===== src/rtl/dmem_arbiter_pkg.sv =====
// Shared types and defaults for the data-memory arbiter.
// State codes ARB_IDLE/ARB_RESP and the default address width live here,
// imported by dmem_arbiter and dmem_arbiter_starve_cnt.
package dmem_arbiter_pkg;

  // Debug-slot FSM: IDLE waits for a request, RESP holds the response.
  typedef enum logic [0:0] {
    ARB_IDLE = 1'b0,
    ARB_RESP = 1'b1
  } arb_state_t;

  localparam int ARB_AW_DEFAULT         = 12;
  localparam int ARB_WIDTH_DEFAULT      = 32;
  localparam int ARB_STARVE_MAX_DEFAULT = 8;

  // Byte address to word address: bits [1:0] select a byte and are dropped.
  localparam int ARB_ADDR_LSB = 2;

  // Counter width able to hold 0 .. max_count-1 (at least one bit).
  function automatic int arb_cnt_width(input int max_count);
    return (max_count > 2) ? $clog2(max_count) : 1;
  endfunction

endpackage


===== src/rtl/dmem_arbiter_starve_cnt.sv =====
// Starvation guard for the debug port of dmem_arbiter.
// Only compiled when DMEM_ARB_STARVE_GUARD_EN is defined; the default build
// has no starvation guard, so this file is empty there.
//
// Counts consecutive cycles in which a waiting debug request loses the
// memory slot to the CPU. When a loss happens while the count already sits at
// STARVE_MAX-1, stall is raised for exactly the following cycle so the debug
// request gets through. The count saturates and clears on any debug accept.
`ifdef DMEM_ARB_STARVE_GUARD_EN
module dmem_arbiter_starve_cnt
  import dmem_arbiter_pkg::*;
#(
  parameter int STARVE_MAX = ARB_STARVE_MAX_DEFAULT
) (
  input  logic clk,
  input  logic rst_n,
  input  logic incr,   // debug request waiting in IDLE and lost to the CPU
  input  logic clr,    // debug request accepted
  output logic stall   // one-cycle CPU stall pulse
);

  localparam int CW = arb_cnt_width(STARVE_MAX);
  localparam logic [CW-1:0] CNT_TOP = CW'(STARVE_MAX - 1);

  logic [CW-1:0] starve_cnt;

  // Saturating loss counter and the registered one-cycle stall pulse.
  always_ff @(posedge clk or negedge rst_n) begin
    if (!rst_n) begin
      starve_cnt <= '0;
      stall      <= 1'b0;
    end else begin
      // incr is already low while stall is high, so the pulse is one cycle.
      stall <= incr && (starve_cnt == CNT_TOP);
      if (clr) begin
        starve_cnt <= '0;
      end else if (incr && (starve_cnt != CNT_TOP)) begin
        starve_cnt <= starve_cnt + 1'b1;
      end
    end
  end

endmodule
`endif


===== src/rtl/dmem_arbiter.sv =====
// dmem_arbiter: shares the single-port data memory between the pipeline MM
// stage (fixed priority) and a debug/loader port that uses idle slots.
//
// Optional build macro: DMEM_ARB_STARVE_GUARD_EN
//   defined   -> a starved debug request forces a one-cycle CPU stall
//   undefined -> cpu_stall is tied low; debug only gets cycles with cpu_en=0
//
// Debug handshake: a request transfers in a cycle where dbg_req_valid and
// dbg_req_ready are both 1; the requester holds valid/we/addr/wdata stable
// until then. A response transfers in a cycle where dbg_rsp_valid and
// dbg_rsp_ready are both 1; dbg_rsp_rdata is stable while valid is high.
// One request may be outstanding; a new one is accepted no earlier than the
// cycle after the response transfer.
module dmem_arbiter
  import dmem_arbiter_pkg::*;
#(
  parameter int WIDTH      = ARB_WIDTH_DEFAULT,
  parameter int AW         = ARB_AW_DEFAULT,
  parameter int STARVE_MAX = ARB_STARVE_MAX_DEFAULT
) (
  input  logic             clk,
  input  logic             rst_n,
  // MM stage
  input  logic             cpu_en,
  input  logic             cpu_we,
  input  logic [31:0]      cpu_addr,
  input  logic [WIDTH-1:0] cpu_wdata,
  output logic [WIDTH-1:0] cpu_rdata,
  output logic             cpu_stall,
  // debug / loader request
  input  logic             dbg_req_valid,
  output logic             dbg_req_ready,
  input  logic             dbg_we,
  input  logic [31:0]      dbg_addr,
  input  logic [WIDTH-1:0] dbg_wdata,
  // debug / loader response
  output logic             dbg_rsp_valid,
  input  logic             dbg_rsp_ready,
  output logic [WIDTH-1:0] dbg_rsp_rdata,
  // data memory
  output logic [AW-1:0]    mem_addr,
  output logic [WIDTH-1:0] mem_wdata,
  output logic             mem_we,
  input  logic [WIDTH-1:0] mem_rdata
);

  arb_state_t    arb_state;
  logic          cpu_owns;
  logic          dbg_accept;
  logic [AW-1:0] cpu_word;
  logic [AW-1:0] dbg_word;

  // Word addresses; upper bits are dropped so addresses wrap modulo 2**AW.
  assign cpu_word = cpu_addr[ARB_ADDR_LSB +: AW];
  assign dbg_word = dbg_addr[ARB_ADDR_LSB +: AW];

  // Byte-select and out-of-range address bits carry no meaning here.
  logic unused_addr_bits;
  assign unused_addr_bits = ^{cpu_addr[ARB_ADDR_LSB-1:0], cpu_addr[31:ARB_ADDR_LSB+AW],
                              dbg_addr[ARB_ADDR_LSB-1:0], dbg_addr[31:ARB_ADDR_LSB+AW]};

  // The CPU wins every cycle it asks, unless the starvation guard stalls it.
  assign cpu_owns = cpu_en & ~cpu_stall;

  // A debug access happens in the cycle the request is accepted. Gating
  // with rst_n keeps the port quiet while reset is held.
  assign dbg_accept    = rst_n & (arb_state == ARB_IDLE) & dbg_req_valid & ~cpu_owns;
  assign dbg_req_ready = dbg_accept;

  // Load data goes straight back to the MM stage.
  assign cpu_rdata = mem_rdata;

`ifdef DMEM_ARB_STARVE_GUARD_EN
  logic starve_incr;

  // A loss is a waiting debug request in IDLE beaten by a live CPU access.
  assign starve_incr = (arb_state == ARB_IDLE) & dbg_req_valid & cpu_en & ~cpu_stall;

  dmem_arbiter_starve_cnt #(
    .STARVE_MAX (STARVE_MAX)
  ) u_starve_cnt (
    .clk   (clk),
    .rst_n (rst_n),
    .incr  (starve_incr),
    .clr   (dbg_accept),
    .stall (cpu_stall)
  );
`else
  // Without the guard the CPU is never delayed.
  assign cpu_stall = 1'b0;

  logic unused_starve_max;
  assign unused_starve_max = (STARVE_MAX != 0);
`endif

  // Memory port mux: the owner drives address and data; only an active
  // owner may raise the write enable.
  always_comb begin
    mem_addr  = dbg_word;
    mem_wdata = dbg_wdata;
    mem_we    = 1'b0;
    if (cpu_owns) begin
      mem_addr  = cpu_word;
      mem_wdata = cpu_wdata;
      mem_we    = rst_n & cpu_we;
    end else begin
      mem_we    = dbg_accept & dbg_we;
    end
  end

  // Debug slot FSM with registered response outputs.
  always_ff @(posedge clk or negedge rst_n) begin
    if (!rst_n) begin
      arb_state     <= ARB_IDLE;
      dbg_rsp_valid <= 1'b0;
      dbg_rsp_rdata <= '0;
    end else begin
      case (arb_state)
        ARB_IDLE: begin
          if (dbg_accept) begin
            // Reads capture the memory word now; writes answer with zero.
            dbg_rsp_rdata <= dbg_we ? '0 : mem_rdata;
            dbg_rsp_valid <= 1'b1;
            arb_state     <= ARB_RESP;
          end
        end
        ARB_RESP: begin
          // Response data is held until the consumer takes it.
          if (dbg_rsp_ready) begin
            dbg_rsp_valid <= 1'b0;
            arb_state     <= ARB_IDLE;
          end
        end
      endcase
    end
  end

endmodule


===== config.mk =====
export PLATFORM = sky130hd
export DESIGN_NAME = dmem_arbiter
export DESIGN_NICKNAME = d
export VERILOG_FILES = /design/src/rtl/dmem_arbiter_pkg.sv /design/src/rtl/dmem_arbiter_starve_cnt.sv /design/src/rtl/dmem_arbiter.sv
export SDC_FILE = /design/constraint.sdc
export NUM_CORES = 1
export LEC_CHECK = 0
export BUFFER_PORTS_ARGS = -buffer_cell sky130_fd_sc_hd__buf_2
export CORE_AREA = 2 2 109 111
export CTS_CLUSTER_SIZE = 20
export DETAILED_ROUTE_END_ITERATION = 16
export DIE_AREA = 0 0 111 113
export PLACE_DENSITY = 0.66
export SLEW_MARGIN = 10
export SYNTH_ARGS = -nofsm -noshare
export SYNTH_HDL_FRONTEND = slang
export SYNTH_SLANG_ARGS = --single-unit

===== constraint.sdc =====
create_clock -name clk -period 1.3 [get_ports clk]
set_input_delay 0.195 -clock clk [delete_from_list [all_inputs] [get_ports clk]]
set_output_delay 0.195 -clock clk [all_outputs]
set_load 0.03 [all_outputs]

==> results.py, run 1 <==
metrics = {
    "outcome": {
        "status": "complete, but fails checks",
        "failed_checks": "negative setup slack",
    },
    "global_routing": {
        "track_usage": 0.123,
        "grt_pass1_vias": 2226,
        "grt_pass1_wl_um": 11900,
        "grt_max_degree": 35,
        "antenna_found_initial": 0,
        "overflow": 0,
    },
    "clock_tree": {
        "clkTransAtPathRegs_ns": 0.05,
        "insertion_delay_ns": 0.28,
        "cts-root-buf": "clkbuf_16",
        "cts_tree": "done",
        "numCtsBuffers": 5,
        "clkSinkCount": 34,
        "clockBufferDepth": 2,
        "cts_max_level": 2,
    },
    "timing": {
        "fin_skew_ns": 0.00318,
        "period_share": 1.20,
        "achievable-frequency_mhz": 643,
        "finalSetupViolCount": 36,
        "finalCriticalPeriod_ns": 1.55,
        "maxSlewViolCount": 0,
        "hold_viol": 0,
        "worst_slack_ns": -0.254,
        "rsz0062_at_grt": "true",
    },
    "pwr": {
        "power_density_nw_per_um2": 1190,
        "ir_worst_vdd_uv": 650,
        "leakage_uw": 0.00211,
    },
    "synth": {
        "syn_nets": 360,
        "synth.area.top_cells": "dfrtp_1 35%, mux2_2 23%, mux2_4 13%",
        "yosysSeqAreaShare": 0.355,
        "synth_seq_cells": 34,
        "synth_top_area_cell": "dfrtp_1",
        "syn_area_per_cell_um2": 12.4,
        "netlist.area_leader.share": 0.355,
        "ys_types": 17,
        "yosys_warnings": 0,
        "synth_cells": 193,
        "synth_area_um2": 2400,
    },
    "drt": {
        "route.detailed.drc": 0,
        "via_count": 2214,
        "drtAntennaViolNets": 0,
        "vias_per_cell": 4.01,
        "drt-total-wl_um": 8360,
        "wl_per_cell_um": 15.1,
        "drt_iter0_markers": 67,
        "dr.pass1.iters": 4,
    },
    "place": {
        "dpl-instance-area_um2": 3510,
        "pre_cts_ws_ns": -0.226,
        "io_buffers": 237,
        "gp_congestion": 0.912,
        "place.detailed.hpwl_um": 6640,
    },
    "die": {
        "dieWidth_um": 111,
        "core_um2": 11300,
        "io_pins": 279,
        "die_y_um": 113,
        "fp-row-count": 39,
        "start_util": 0.213,
        "dieArea_um2": 12500,
    },
    "job": {
        "cap_violations": 0,
    },
    "final_layout": {
        "fin_nets": 575,
        "area_growth_pct": 62.3,
        "drive_gt1_frac": 0.831,
        "fin_util": 0.345,
        "diodes": 0,
        "fin_area_um2": 3890,
    },
    "setup_path": {
        "required_ns": 1.46,
        "crit_type": "reg -> reg",
        "cp_max_fo": 6,
        "crit_path_end_kind": "flop",
        "worst-endpoint-arrival_ns": 1.72,
        "start_kind": "flop",
    },
    "worst_hold_path": {
        "hp-class": "in -> async",
    },
}
[sequential cells by signal, summed over array words and instances (netlist names)]
name	count
dbg_rsp_valid	1
arb_state	1
dbg_rsp_rdata	32
[cell usage after synthesis (all sizes together)]
master and instances:
a2bb2oi 1, inv 1, conb 1, mux2 76, a21o 1, dfrtp 34
a32o 1, clkbuf 3, nor4bb 1, nor2b 32, buf 42
[logic make-up after synthesis]
kind of cell	count (synthesis)	share of synthesized area
buffers and inverters	46	0.150
AND/OR/NAND/NOR	33	0.0939
other	1	0.00156
AO/OA/AOI/OAI	3	0.0110
flip-flops	34	0.355
multiplexers	76	0.388
[timing repair]
item,CTS,global route
cloned,2,1
gates resized for setup,22,10
hold buffers,0,0
buffers inserted,3,0
pin swaps,2,2
setup endpoints to repair,80,40
[through the flow]
stage / cells / total power [µW] / setup TNS [ns] / hold slack, ns
6_report: 552 / 4610 / -7.59 / 0.0884
3_3_place_gp: 538 / 3210 / -8.19 / 0.386
5_1_grt: 552 / 4810 / -10.26 / 0.103
2_1_floorplan: 193 / 2640 / -3.09 / -0.101
3_5_place_dp: 538 / 3230 / -9.09 / 0.395
4_1_cts: 551 / 4630 / -8.94 / 0.0962
[where the power goes]
part           switching (µW)  internal, µW  total [µW]  leakage [µW]
logic                    1140           818        1960       0.00159
clock network             424           866        1290     0.0000832
registers                 110          1250        1360      0.000439
[worst max-delay path, cell delays in order (launching register included)]
cell	delay, ns
dfrtp_1	0.40
nor4bb_4	0.35
buf_6	0.21
clkbuf_16	0.18
mux2_4	0.29
[routing by layer]
metal / routed length (µm) / up-vias / global-route usage
met2: 4130 / 147 / 0.217
met3: 810 / 8 / 0.0407
met1: 3290 / 1005 / 0.140
met4: 128 / 0 / 0.0425
li1: - / 1054 / -
met5: 0 / - / 0
[cell type report]
cell class,count,area [µm²]
sequential,34,851
timing repair buffer,253,1450
multi-input combinational,113,1240
fill,1154,7380
clock buffer,8,166
tap,143,179
inverter,1,3.75
[path summary, 6_finish.rpt]
check	from	endpoint	slack, ns	depth (start not counted)
worst max register to register	arb_state	dbg_rsp_rdata[4]	-0.25	4
max in group asynchronous	rst_n	dbg_rsp_rdata[13]	0.89	3
min in group clk	dbg_rsp_ready	dbg_rsp_valid	0.11	2
worst max-delay path	arb_state	dbg_rsp_rdata[4]	-0.25	4
worst min register to register	dbg_rsp_rdata[24]	dbg_rsp_rdata[24]	0.51	1
worst min-delay path	rst_n	arb_state	0.09	3
[placed cells by master (no fill, tap or decap)]
master     count
buf_2        234
inv_1          1
buf_6          6
clkbuf_8       3
buf_12         4
nor4bb_4       1
buf_16         2
mux2_4        32
clkbuf_16      6
a21o_1         1
dfrtp_1       34
buf_4          5
buf_8          1
mux2_2        44
nor2b_1       32
a2bb2oi_2      1
a32o_2         1
conb_1         1
Note: power is estimated with default switching activity, not from simulation.
==> inputs of run 2 (changes only) <==
--- a/config.mk
+++ b/config.mk
@@ -5,12 +5,13 @@
 export SDC_FILE = /design/constraint.sdc
 export NUM_CORES = 1
 export LEC_CHECK = 0
+export ABC_AREA = 1
 export BUFFER_PORTS_ARGS = -buffer_cell sky130_fd_sc_hd__buf_2
-export CORE_AREA = 2 2 109 111
+export CORE_AREA = 2 2 108 110
 export CTS_CLUSTER_SIZE = 20
 export DETAILED_ROUTE_END_ITERATION = 16
-export DIE_AREA = 0 0 111 113
-export PLACE_DENSITY = 0.66
+export DIE_AREA = 0 0 110 112
+export PLACE_DENSITY = 0.68
 export SLEW_MARGIN = 10
 export SYNTH_ARGS = -nofsm -noshare
 export SYNTH_HDL_FRONTEND = slang
==> results.py, run 2 <==
metrics = {
    "drt": {
        "wl_per_cell_um": 11.6,
        "drtAntennaViolNets": 0,
        "drt_iter0_markers": 126,
        "via_count": 2917,
        "drt-total-wl_um": 8640,
        "route.detailed.drc": 0,
        "vias_per_cell": 3.93,
        "dr.pass1.iters": 4,
    },
    "setup_path": {
        "r2r_cells": 5,
        "crit_type": "reg -> out",
        "worst-endpoint-arrival_ns": 1.14,
        "required_ns": 1.11,
        "path_buf_inv": 1,
        "path_cells": "nor2_8, nand2_4, o21ai_2, buf_6",
        "start_kind": "flop",
        "slowest_delay_ns": 0.43,
        "crit_cells": 4,
        "path_delay_family": "flip-flops",
        "worst_path_max_delay_cell": "dfrtp_2",
        "crit_path_end_kind": "output port",
        "cp_max_fo": 3,
    },
    "global_routing": {
        "grt_pass1_wl_um": 12800,
        "antenna_found_initial": 0,
        "track_usage": 0.136,
        "overflow": 0,
        "grt_pass1_vias": 2622,
        "grt_max_degree": 40,
    },
    "pwr": {
        "ir_worst_vdd_uv": 562,
        "p_total_uw": 4180,
        "power_density_nw_per_um2": 1100,
        "leakage_uw": 0.00253,
    },
    "synth": {
        "synth_compound_area_frac": 0.0946,
        "synth_area_um2": 2520,
        "synth_simple_gate_area_share": 0.289,
        "async_flop_share": 1.00,
        "synth_edf_count": 0,
        "synth_cells": 397,
        "ys_types": 16,
        "syn_area_per_cell_um2": 6.36,
        "yosys_warnings": 0,
        "synth_common_cells": "110 x nand2_1, 81 x inv_1, 45 x o21ai_0, 37 x buf_4, 34 x dfrtp_1",
        "synthMostInstantiatedCell": "nand2_1",
        "syn_nets": 564,
        "synth_ff_type": "dfrtp_1",
        "synth_top_family_by_area": "simple AND/OR/NAND/NOR gates",
        "netlist.area_leader.share": 0.337,
        "yosysSeqAreaShare": 0.337,
        "synth.area.top_cells": "dfrtp_1 34%, nand2_1 16%, inv_1 12%",
        "synth_fa_ha_area_frac": 0,
        "synth_seq_cells": 34,
        "synth-xor-area-share": 0,
        "yosys-mux-area-fraction": 0,
        "synth_top_area_cell": "dfrtp_1",
    },
    "clock_tree": {
        "clockBufferDepth": 2,
        "ctsHoldBuffers": 0,
        "insertion_delay_ns": 0.27,
        "cts-root-buf": "clkbuf_16",
        "clkTransAtPathRegs_ns": 0.05,
        "numCtsBuffers": 5,
        "cts_max_level": 2,
        "clkSinkCount": 34,
        "cts_tree": "done",
    },
    "outcome": {
        "status": "complete, but fails checks",
        "failed_checks": "negative setup slack",
    },
    "final_layout": {
        "largest_register_ffs": 32,
        "layout_common_cells": "233 x buf_2, 110 x nand2_1, 81 x inv_1, 33 x nand3_1, 33 x dfrtp_1",
        "fin_area_um2": 3800,
        "regMostFlops": "dbg_rsp_rdata",
        "area_growth_pct": 50.5,
        "fin_util": 0.340,
        "fin_nets": 765,
        "fin_cells": 742,
        "diodes": 0,
        "drive_gt1_frac": 0.439,
        "top_regs": "dbg_rsp_rdata (32), arb_state (1), dbg_rsp_valid (1)",
        "final_common_cell": "buf_2",
    },
    "die": {
        "io_pins": 279,
        "dieWidth_um": 110,
        "dieArea_um2": 12300,
        "die_y_um": 112,
        "start_util": 0.226,
        "fp-row-count": 39,
        "core_um2": 11200,
    },
    "timing": {
        "period_share": 1.03,
        "rsz0062_at_grt": "true",
        "finalCriticalPeriod_ns": 1.34,
        "achievable-frequency_mhz": 748,
        "maxSlewViolCount": 0,
        "hold_viol": 0,
        "worst_slack_ns": -0.0363,
        "finalSetupViolCount": 1,
        "fin_skew_ns": 0.00195,
    },
    "place": {
        "dpl-instance-area_um2": 3620,
        "place.detailed.hpwl_um": 7320,
        "gp_congestion": 0.767,
        "dpl.cell_count": 733,
        "io_buffers": 237,
        "pre_cts_ws_ns": -0.00263,
    },
    "worst_hold_path": {
        "hp-class": "in -> async",
    },
    "job": {
        "cap_violations": 0,
    },
}
run 2: area by class of cell:
class / count / area [µm²]
clock buffer: 7 / 143
clock inverter: 1 / 5.00
fill: 1237 / 7370
inverter: 82 / 308
sequential: 34 / 852
timing repair buffer: 250 / 1340
tap: 143 / 179
multi-input combinational: 225 / 976
run 2: cells by family after synthesis:
logic type             count (synthesis)
DFF                                   34
and+or+nand+nor                      177
other                                  1
AOI/OAI and AO/OA                     47
buffers and inverters                138
run 2: worst paths after layout:
| check | startpoint | endpoint | slack [ns] |
|---|---|---|---|
| max | arb_state | mem_we | -0.04 |
| min in group clk | dbg_rsp_ready | arb_state | 0.11 |
| max reg2reg | arb_state | dbg_rsp_rdata[24] | 0.17 |
| max in group asynchronous | rst_n | dbg_rsp_rdata[25] | 0.95 |
| min | rst_n | arb_state | 0.01 |
| min reg2reg | dbg_rsp_rdata[14] | dbg_rsp_rdata[14] | 0.46 |
run 2: metrics by stage:
stage / hold WS [ns] / TNS, ns
detailed placement: 0.345 / -0.00263
floorplan: -0.101 / -2.52
global route: 0.0688 / -0.0983
global placement: 0.355 / 0
CTS: 0.0548 / -0.0674
finish: 0.0139 / -0.0363
run 2: timing repair:
| action | 4_1_cts | 5_1_grt |
|---|---|---|
| endpoints found under the setup margin | 2 | 4 |
| setup buffers | 1 | 0 |
| gates resized for setup | 3 | 5 |
run 2: report_power, final:
group | internal [µW] | total (µW) | switching [µW]
clock network | 758 | 1160 | 402
logic | 538 | 1720 | 1180
registers | 1220 | 1310 | 84.3
run 2: per-layer routing:
metal | vias to the layer above | track usage | wire (µm)
met1 | 1230 | 0.154 | 3480
li1 | 1538 | - | -
met4 | 0 | 0.0371 | 109
met3 | 8 | 0.0275 | 664
met5 | - | 0 | 0
met2 | 141 | 0.251 | 4380
